[src/rtl/bcd_display_scan.sv]
// Multiplexed 7-segment scanner for cascaded BCD counters: per-frame digit
// snapshot, dead time at the start of every slot, optional leading-zero blanking.
module bcd_display_scan #(
   parameter int NUM_DIGITS     = 4,
   parameter int CLKS_PER_DIGIT = 12000,
   parameter int BLANK_CLKS     = 16,
   parameter int LZ_BLANK       = 1,
   parameter int SEG_ACTIVE_LOW = 1,
   parameter int SEL_ACTIVE_LOW = 1
) (
   input  logic                    sys_clk,
   input  logic                    sys_reset,
   input  logic [4*NUM_DIGITS-1:0] digits,
   output logic [6:0]              seg,
   output logic [NUM_DIGITS-1:0]   sel,
   output logic                    frame_tick
);

   localparam int CW = $clog2(CLKS_PER_DIGIT);
   localparam int IW = (NUM_DIGITS > 1) ? $clog2(NUM_DIGITS) : 1;

   typedef enum logic {BLANK, SHOW} state_t;

   state_t                       state, nxt_state;
   logic [IW-1:0]                idx, nxt_idx;
   logic [CW-1:0]                cnt, nxt_cnt;
   logic [NUM_DIGITS-1:0][3:0]   shadow, nxt_shadow;
   logic                         restart, load, zero_run, slot_end;
   logic [NUM_DIGITS-1:0]        blank, sel_hi;
   logic [6:0]                   seg_hi;

   function automatic logic [6:0] decode(input logic [3:0] d);
      case (d)
         4'd0: decode = 7'h3F;
         4'd1: decode = 7'h06;
         4'd2: decode = 7'h5B;
         4'd3: decode = 7'h4F;
         4'd4: decode = 7'h66;
         4'd5: decode = 7'h6D;
         4'd6: decode = 7'h7D;
         4'd7: decode = 7'h07;
         4'd8: decode = 7'h7F;
         4'd9: decode = 7'h6F;
         default: decode = 7'h40;
      endcase
   endfunction

   // Outputs are computed from next-state values so the registered outputs
   // line up with the registered state in the same cycle.
   always_comb begin
      nxt_cnt   = cnt;
      nxt_idx   = idx;
      nxt_state = state;
      slot_end  = (cnt == CW'(CLKS_PER_DIGIT - 1));
      if (restart) begin
         nxt_cnt   = '0;
         nxt_idx   = '0;
         nxt_state = BLANK;
      end else if (slot_end) begin
         nxt_cnt   = '0;
         nxt_idx   = (idx == IW'(NUM_DIGITS - 1)) ? '0 : idx + 1'b1;
         nxt_state = BLANK;
      end else begin
         nxt_cnt = cnt + 1'b1;
         if (state == BLANK && nxt_cnt == CW'(BLANK_CLKS))
            nxt_state = SHOW;
      end

      load       = (nxt_idx == '0) && (nxt_cnt == '0) && (nxt_state == BLANK);
      nxt_shadow = load ? digits : shadow;

      // Walk from the top digit down; a digit is blank while everything above is zero.
      zero_run = 1'b1;
      blank    = '0;
      for (int i = NUM_DIGITS - 1; i >= 0; i--) begin
         zero_run = zero_run && (nxt_shadow[i] == 4'd0);
         blank[i] = (LZ_BLANK != 0) && (i != 0) && zero_run;
      end

      seg_hi = '0;
      sel_hi = '0;
      if (nxt_state == SHOW && !blank[nxt_idx]) begin
         seg_hi          = decode(nxt_shadow[nxt_idx]);
         sel_hi[nxt_idx] = 1'b1;
      end
   end

   always_ff @(posedge sys_clk) begin
      if (sys_reset) begin
         state      <= BLANK;
         idx        <= '0;
         cnt        <= '0;
         shadow     <= '0;
         restart    <= 1'b1;
         seg        <= (SEG_ACTIVE_LOW != 0) ? 7'h7F : 7'h00;
         sel        <= (SEL_ACTIVE_LOW != 0) ? '1 : '0;
         frame_tick <= 1'b0;
      end else begin
         state      <= nxt_state;
         idx        <= nxt_idx;
         cnt        <= nxt_cnt;
         shadow     <= nxt_shadow;
         restart    <= 1'b0;
         seg        <= (SEG_ACTIVE_LOW != 0) ? ~seg_hi : seg_hi;
         sel        <= (SEL_ACTIVE_LOW != 0) ? ~sel_hi : sel_hi;
         frame_tick <= load;
      end
   end

endmodule

[config.mk]
export PLATFORM = sky130hd
export DESIGN_NAME = bcd_display_scan
export DESIGN_NICKNAME = d
export VERILOG_FILES = /design/src/rtl/bcd_display_scan.sv
export SDC_FILE = /design/constraint.sdc
export NUM_CORES = 1
export LEC_CHECK = 0
export CAP_MARGIN = 20
export CORE_UTILIZATION = 50
export DETAILED_ROUTE_END_ITERATION = 12
export PLACE_DENSITY = 0.75
export SLEW_MARGIN = 10
export SYNTH_ARGS = -nofsm -noshare
export SYNTH_HDL_FRONTEND = slang
export SYNTH_SLANG_ARGS = --single-unit
[constraint.sdc]
create_clock -name sys_clk -period 3.61 [get_ports sys_clk]
set_input_delay 0.722 -clock sys_clk [delete_from_list [all_inputs] [get_ports sys_clk]]
set_output_delay 0.722 -clock sys_clk [all_outputs]
set_load 0.05 [all_outputs]
==> results.md, run 1 <==
### Outcome
* **run status** complete, but fails checks
* **failing checks** setup timing

### Clock tree
* **clock latency of the later-clocked register in the worst-skew pair** 310 ps
* **worst-case clock buffer depth** 2
* **clock net sink count** 46
* **number of buffers inserted for hold repair after clock tree synthesis** 0
* **H-tree Lvls** 2
* **CTS tree** yes
* **TritonCTS buffer count** 5
* **root cell of the clock tree** clkbuf_8
* **clock slew at the register clock pins of the worst setup and hold paths** 80 ps

### Power
* **worst vdd ir** 0.216 mV
* **cell leakage power** 1.31 nW
* **Sw Share** 25.5%
* **combinational power share** 14.7%
* **Switch Pwr** 258 µW
* **part of the total power dissipated in sequential elements** 52.6%
* **part of the total power dissipated in the clock network** 32.7%
* **internal power contribution** 754 µW
* **power per cell area** 314 nW/µm²
* **total power after layout** 1.01 mW

### Drt
* **routed wire length** 5.74 mm
* **Vias** 2170
* **First-pass DRT Iterations** 4
* **DRC errors left** 0
* **number of violations reported at the end of detailed-routing iteration 0** 204
* **DRT antenna net count** 0
* **Wirelength per Cell** 15.0 µm
* **detailed-route vias per instance** 5.68

### Floorplan
* **# IOs** 30
* **Starting Density** 53.9%
* **number of core rows** 24
* **Core Region** 4500 µm²
* **area of the die** 5140 µm²
* **Die Y-Extent** 71.7 µm
* **Die X-Extent** 71.7 µm

### Global route
* **wire length of the first global-routing pass** 9.36 mm
* **via count of the first global-routing pass** 1974
* **maximum number of pins on one net before global-route repair** 14
* **global router's overall resource usage** 23.5%
* **Overflow after GRT** 0
* **number of antenna violations at the first check in global routing** 0

### Worst setup path
* **worst-path fanout max** 7
* **Worst Path Class, Setup** reg -> reg
* **type of origin of the critical path** flip-flop
* **CP arrival** 3860 ps
* **Setup crit end kind** flip-flop
* **required time at the worst-slack endpoint** 3820 ps

### Logic synthesis
* **xor and xnor area share after synthesis** 6.13%
* **Adder-Cell Fraction of Synth Area** 3.61%
* **dominant combinational cell family by area after synthesis** simple AND/OR/NAND/NOR gates
* **simple logic cell fraction of the synthesized area** 25.3%
* **combined area of all synthesized cells** 2430 µm²
* **sequential fraction of the synthesis area** 37.9%
* **gate count after technology mapping** 271
* **share of flip-flops with an asynchronous set or reset** 0%
* **complex-gate fraction of the synthesized area** 13.8%
* **syn_nets** 296
* **count of synthesis-stage warnings from yosys** 0
* **register bit count reported by yosys** 46
* **average instance area after synthesis** 8.96 µm²
* **multiplexer area fraction after synthesis** 9.27%
* **count of flip-flops with a built-in enable after synthesis** 0
* **Most used DFF post-synth** dfxtp_1
* **synth unique cells** 49

### Worst hold path
* **type of the most critical hold path** reg -> reg

### Place
* **Placed Instance Area** 2960 µm²
* **pre-CTS setup slack** -81.3 ps
* **dpl cells** 365
* **HPWL reported at the end of detailed placement** 4.12 mm
* **total of buffers placed on input and output ports** 29
* **routability cong.** 0.847

### STA
* **final setup violation count** 2
* **worst hold slack** 458 ps
* **RSZ-0062 raised after global routing** yes
* **clock period minus final worst setup slack** 3660 ps
* **final clock period utilization by the worst path** 101%
* **count of final hold-check violations** 0
* **count of pins over their slew limit** 0
* **worst path setup slack after routing** -45.1 ps
* **maximum achievable frequency** 0.274 GHz
* **Clock Skews** 2.92 ps
* **post-route setup TNS** -85.2 ps
* **Max transition margin** 64.1%
* **pin slew with the least headroom to its limit** 537 ps

### Layout
* **layout cells sized above 1** 25.8%
* **# nets final** 354
* **end-of-flow core utilization** 71.7%
* **Non-Filler Instances** 382
* **area overhead of the layout relative to synthesis** 32.9%
* **most frequent cells in the layout** 45 x nor2_1, 38 x dfxtp_1, 36 x buf_4
* **most common library cell in the layout ignoring fill and taps** nor2_1
* **# diodes** 0
* **Sequential cell area** 941 µm²
* **number of fillers in the final layout** 365
* **Final Instance Area** 3230 µm²
* **total area of multi-input combinational cells** 1540 µm²

### Flow run
* **number of max-cap violations** 0

power groups by stage:
stage               clock (mW)  combinational [mW]  sequential [mW]
global route             0.351               0.164            0.535
CTS                      0.334               0.133            0.534
global placement             0               0.127            0.545
finish                   0.331               0.149            0.533
floorplan                    0              0.0835            0.544
detailed placement           0               0.129            0.546
per-layer routing:
layer / GRT usage (%) / share of wire [%] / vias to the layer above
met2: 34.8 / 45 / 52
met4: 8.71 / 2.0 / 0
li1: - / - / 1086
met3: 5.06 / 3.9 / 12
met1: 33.7 / 49 / 1020
met5: 0 / 0 / -
worst max-delay path: stages (launching register included):
cell and delay (ps):
dfxtp_4 370, ha_4 160, buf_6 120, xnor2_2 100, and2_1 130, mux2i_1 60
or4_1 530, o21a_2 220, or2_4 290, mux2i_2 210, mux2i_1 140, mux2_4 320
ha_4 160, or4_4 530, a31o_1 220
registers in the layout (all words and copies together) (netlist names):
register and flops:
cnt 14, frame_tick 1, idx 2, restart 1, seg 7, sel 4
shadow 16, state 1
cells by family after synthesis:
family	Yosys count
buf+inv	19
simple gates	115
xor+xnor	17
flops	46
mux	22
compound gates	45
fa+ha+maj	7
path summary, 6_finish.rpt:
kind              startpoint      to  slack (ps)  depth (start not counted)
setup / recovery      cnt[0]  seg[3]         -50                         14
hold / removal        cnt[0]  cnt[0]         460                          1
setup reg to reg      cnt[0]  seg[3]         -50                         14
hold reg to reg       cnt[0]  cnt[0]         460                          1
repair_timing:
| action | in CTS | in global routing |
|---|---|---|
| resized for setup | 9 | 20 |
| setup endpoints to repair | 3 | 4 |
| buffers inserted | 1 | 8 |
| pin swaps | 0 | 13 |
Yosys cell counts, drive strengths merged, types with 5 or more instances:
master / n / area share, %
a31oi: 5 / 1.3
or3: 5 / 1.3
nor3: 11 / 2.7
buf: 8 / 2.3
nand3: 5 / 1.5
ha: 7 / 3.6
a21o: 7 / 2.2
o21ai: 5 / 1.0
nand4: 6 / 1.8
nor4: 6 / 1.8
clkbuf: 7 / 1.1
dfxtp: 46 / 38
or4: 5 / 1.5
mux2i: 18 / 7.4
a21oi: 11 / 2.4
xnor2: 15 / 5.4
nand2: 15 / 2.3
nor2: 45 / 7.0
layout make-up:
type	instances	share of cell area (%)
Tap cell	52	2.02
Clock inverter	1	0.155
Timing Repair Buffer	66	17.7
Clock buffer	7	2.67
Multi-Input combinational cell	206	47.8
Sequential cell	46	29.1
Inverter	4	0.465
No activity file was read; power rests on OpenSTA's default activity.
==> run 2, diff against run 1 <==
ABC_AREA = 1   (was unset)
PLACE_DENSITY = 0.74   (was 0.75)
==> run 2 against run 1 <==
Combinational power is 4% higher. Register-to-register slack better by 430 ps. Clock skew increased by 8.1 ps. Highest routed layer unchanged. Synthesized area grew 5.6%. Power fell by 0.11%. Critical path type unchanged. Sequential cell count is the same. The run now ends clean. Die area up 5.4%.
==> results.md, run 2 <==
### STA
* **post-route setup TNS** 0 ps
* **pin slew with the least headroom to its limit** 510 ps
* **Max transition margin** 65.9%
* **count of final hold-check violations** 0
* **Clock Skews** 11.0 ps
* **clock period minus final worst setup slack** 3230 ps
* **final setup violation count** 0
* **RSZ-0062 raised after global routing** no
* **count of pins over their slew limit** 0
* **final clock period utilization by the worst path** 89.4%
* **maximum achievable frequency** 0.310 GHz
* **worst path setup slack after routing** 384 ps

### Logic synthesis
* **commonest cells in the netlist** 94 x nand2_1, 52 x nor2_1, 47 x nand3_1
* **count of flip-flops with a built-in enable after synthesis** 0
* **Most used DFF post-synth** dfxtp_1
* **syn_nets** 406
* **Synth top area share** 35.9%
* **most area-hungry cell type in the Yosys netlist** dfxtp_1
* **count of synthesis-stage warnings from yosys** 0
* **synth unique cells** 30
* **register bit count reported by yosys** 46
* **sequential fraction of the synthesis area** 35.9%
* **average instance area after synthesis** 6.73 µm²
* **gate count after technology mapping** 381
* **share of flip-flops with an asynchronous set or reset** 0%
* **combined area of all synthesized cells** 2560 µm²
* **leading cell type by number of instances after synthesis** nand2_1
* **top cells by area in the synthesized netlist** dfxtp_1 36%, nand2_1 14%, nand3_1 9.2%

### Worst setup path
* **capture instance of the worst register-to-register path** seg[5]
* **Setup crit end kind** flip-flop
* **type of origin of the critical path** flip-flop
* **FF-to-FF Start** cnt[0]
* **Worst Path Class, Setup** reg -> reg
* **cell class contributing the biggest share of worst-path delay** simple AND/OR/NAND/NOR gates
* **required time at the worst-slack endpoint** 3790 ps
* **worst-case register-to-register setup slack** 380 ps
* **critical-path cell list** ha_1 > nand2_2 > nor2_4 > nand2_1 > nor2_2 > nor2_1 > buf_4 > o21ai_0 > nand2_1 > nor2_1 > nand2_2 > nor2_8 > buf_4 > nand3b_1 > nand3_1 > nand2_1 > nor2_1 > buf_4 > inv_1 > ha_1 > o21bai_1 > nand3_1 > nand4_1
* **number of cell instances on the worst register-to-register path** 23
* **worst-path fanout max** 11
* **largest stage delay on the critical path** 380 ps
* **CP arrival** 3410 ps
* **CP Buf/Inv Count** 4
* **slowest cell on the critical path** dfxtp_1

### Layout
* **# diodes** 0
* **area overhead of the layout relative to synthesis** 18.7%
* **Sequential cell area** 921 µm²
* **flip-flop count of the largest register, all copies and words added** 16
* **layout cells sized above 1** 14.7%
* **registers with the most flip-flops** shadow (16), cnt (14), seg (7)
* **number of fillers in the final layout** 495
* **register bank with the most flops** shadow
* **end-of-flow core utilization** 63.2%
* **# nets final** 440
* **most common library cell in the layout ignoring fill and taps** nand2_1
* **total area of multi-input combinational cells** 1420 µm²
* **most frequent cells in the layout** 94 x nand2_1, 51 x nor2_1, 47 x nand3_1

### Floorplan
* **# IOs** 30
* **Starting Density** 53.2%
* **Die X-Extent** 73.6 µm
* **area of the die** 5420 µm²
* **Core Region** 4820 µm²
* **number of core rows** 25
* **Die Y-Extent** 73.6 µm

### Clock tree
* **root cell of the clock tree** clkbuf_8
* **clock net sink count** 46
* **clock latency of the later-clocked register in the worst-skew pair** 310 ps
* **CTS tree** yes
* **clock slew at the register clock pins of the worst setup and hold paths** 90 ps
* **worst-case clock buffer depth** 2
* **H-tree Lvls** 2
* **number of buffers inserted for hold repair after clock tree synthesis** 0
* **TritonCTS buffer count** 5

### Global route
* **Overflow after GRT** 0
* **wire length of the first global-routing pass** 9.90 mm
* **number of antenna violations at the first check in global routing** 0
* **maximum number of pins on one net before global-route repair** 35
* **via count of the first global-routing pass** 2120
* **global router's overall resource usage** 24.1%

### Drt
* **DRT antenna net count** 0
* **First-pass DRT Iterations** 5
* **routed wire length** 5.84 mm
* **detailed-route vias per instance** 4.99
* **Vias** 2410
* **Wirelength per Cell** 12.1 µm
* **DRC errors left** 0
* **number of violations reported at the end of detailed-routing iteration 0** 265

### Power
* **cell leakage power** 1.40 nW
* **worst vdd ir** 0.162 mV
* **power per cell area** 332 nW/µm²

### Worst hold path
* **origin of the worst min-delay path** shadow[11]
* **type of the most critical hold path** reg -> reg
* **endpoint of the worst hold path** shadow[11]
* **number of cells on the worst hold path** 2

### Place
* **pre-CTS setup slack** 85.8 ps
* **total of buffers placed on input and output ports** 29
* **HPWL reported at the end of detailed placement** 4.46 mm
* **routability cong.** 0.909

### Outcome
* **run status** finished, final reports clean

### Flow run
* **number of max-cap violations** 0

==> run 2: cell count changes in the layout (fill, tap and decap cells not counted), moves of 8 or more <==
cell	previous run	this run
xnor2_1	12	0
nand3_1	4	47
nand2_1	14	94
nand2_2	1	19
inv_1	4	43
dfxtp_1	38	46
mux2i_1	13	1
buf_4	36	8
nor2_2	0	11
==> run 2: metrics by stage <==
step | power, mW | std cells | hold slack (ps) | instance area, µm²
2_1_floorplan | 0.644 | 381 | 444 | 2560
3_3_place_gp | 0.685 | 472 | 461 | 2910
3_5_place_dp | 0.688 | 472 | 460 | 2910
4_1_cts | 1.01 | 480 | 475 | 3010
5_1_grt | 1.06 | 483 | 486 | 3040
6_report | 1.01 | 483 | 472 | 3040
==> run 2: tightest hold or removal path, cell delays in order (launching register included) <==
cell and delay, ps:
dfxtp_1 320, nand2_2 60, a21oi_1 50
==> run 2: how the worst max path moves through the flow <==
stage | to | slack [ps] | startpoint | depth (start not counted)
after detailed placement | seg[5] | 90 | cnt[0] | 21
after global routing | seg[5] | 60 | cnt[0] | 23
after CTS | seg[5] | 70 | cnt[0] | 23
after global placement | seg[5] | 180 | cnt[0] | 21
after floorplan | seg[5] | 770 | cnt[0] | 21
final | seg[5] | 380 | cnt[0] | 23
==> run 2: timing repair <==
action                                  in CTS  in global routing
endpoints found under the setup margin       0                  7
resized for setup                            0                  3
buffers inserted                             0                  3
==> run 2: cell type report <==
type	instances	share of cell area (%)
clock inverters	3	0.781
flip-flops and latches	46	30.3
repair buffers	37	11.5
inverters	48	5.92
multi-input cells	277	46.5
clock buffers	5	2.26
well taps	67	2.75
==> run 2: routing by layer <==
layer / global-route usage, % / up-vias / part of all wire [%]
met5: 0 / - / 0
met4: 7.48 / 0 / 1.5
met3: 5.08 / 10 / 6.2
met2: 35.2 / 73 / 41
met1: 35.1 / 1059 / 51
li1: - / 1268 / -
==> run 2: logic make-up (layout without fill, tap and decap cells) <==
kind of cell	Yosys count	count (layout)	share of synthesized area, %
AND/OR/NAND/NOR	253	253	47.2
buffers and inverters	58	93	9.47
flip-flops	46	46	35.9
AO/OA/AOI/OAI	16	16	3.61
adder cells (fa/ha/maj)	7	7	3.42
multiplexers	1	1	0.390
==> run 2: power breakdown <==
part / leakage [nW] / internal (mW) / switching [mW]
clock network: 0.0408 / 0.139 / 0.188
registers: 0.376 / 0.523 / 0.00638
logic: 0.988 / 0.0632 / 0.0915
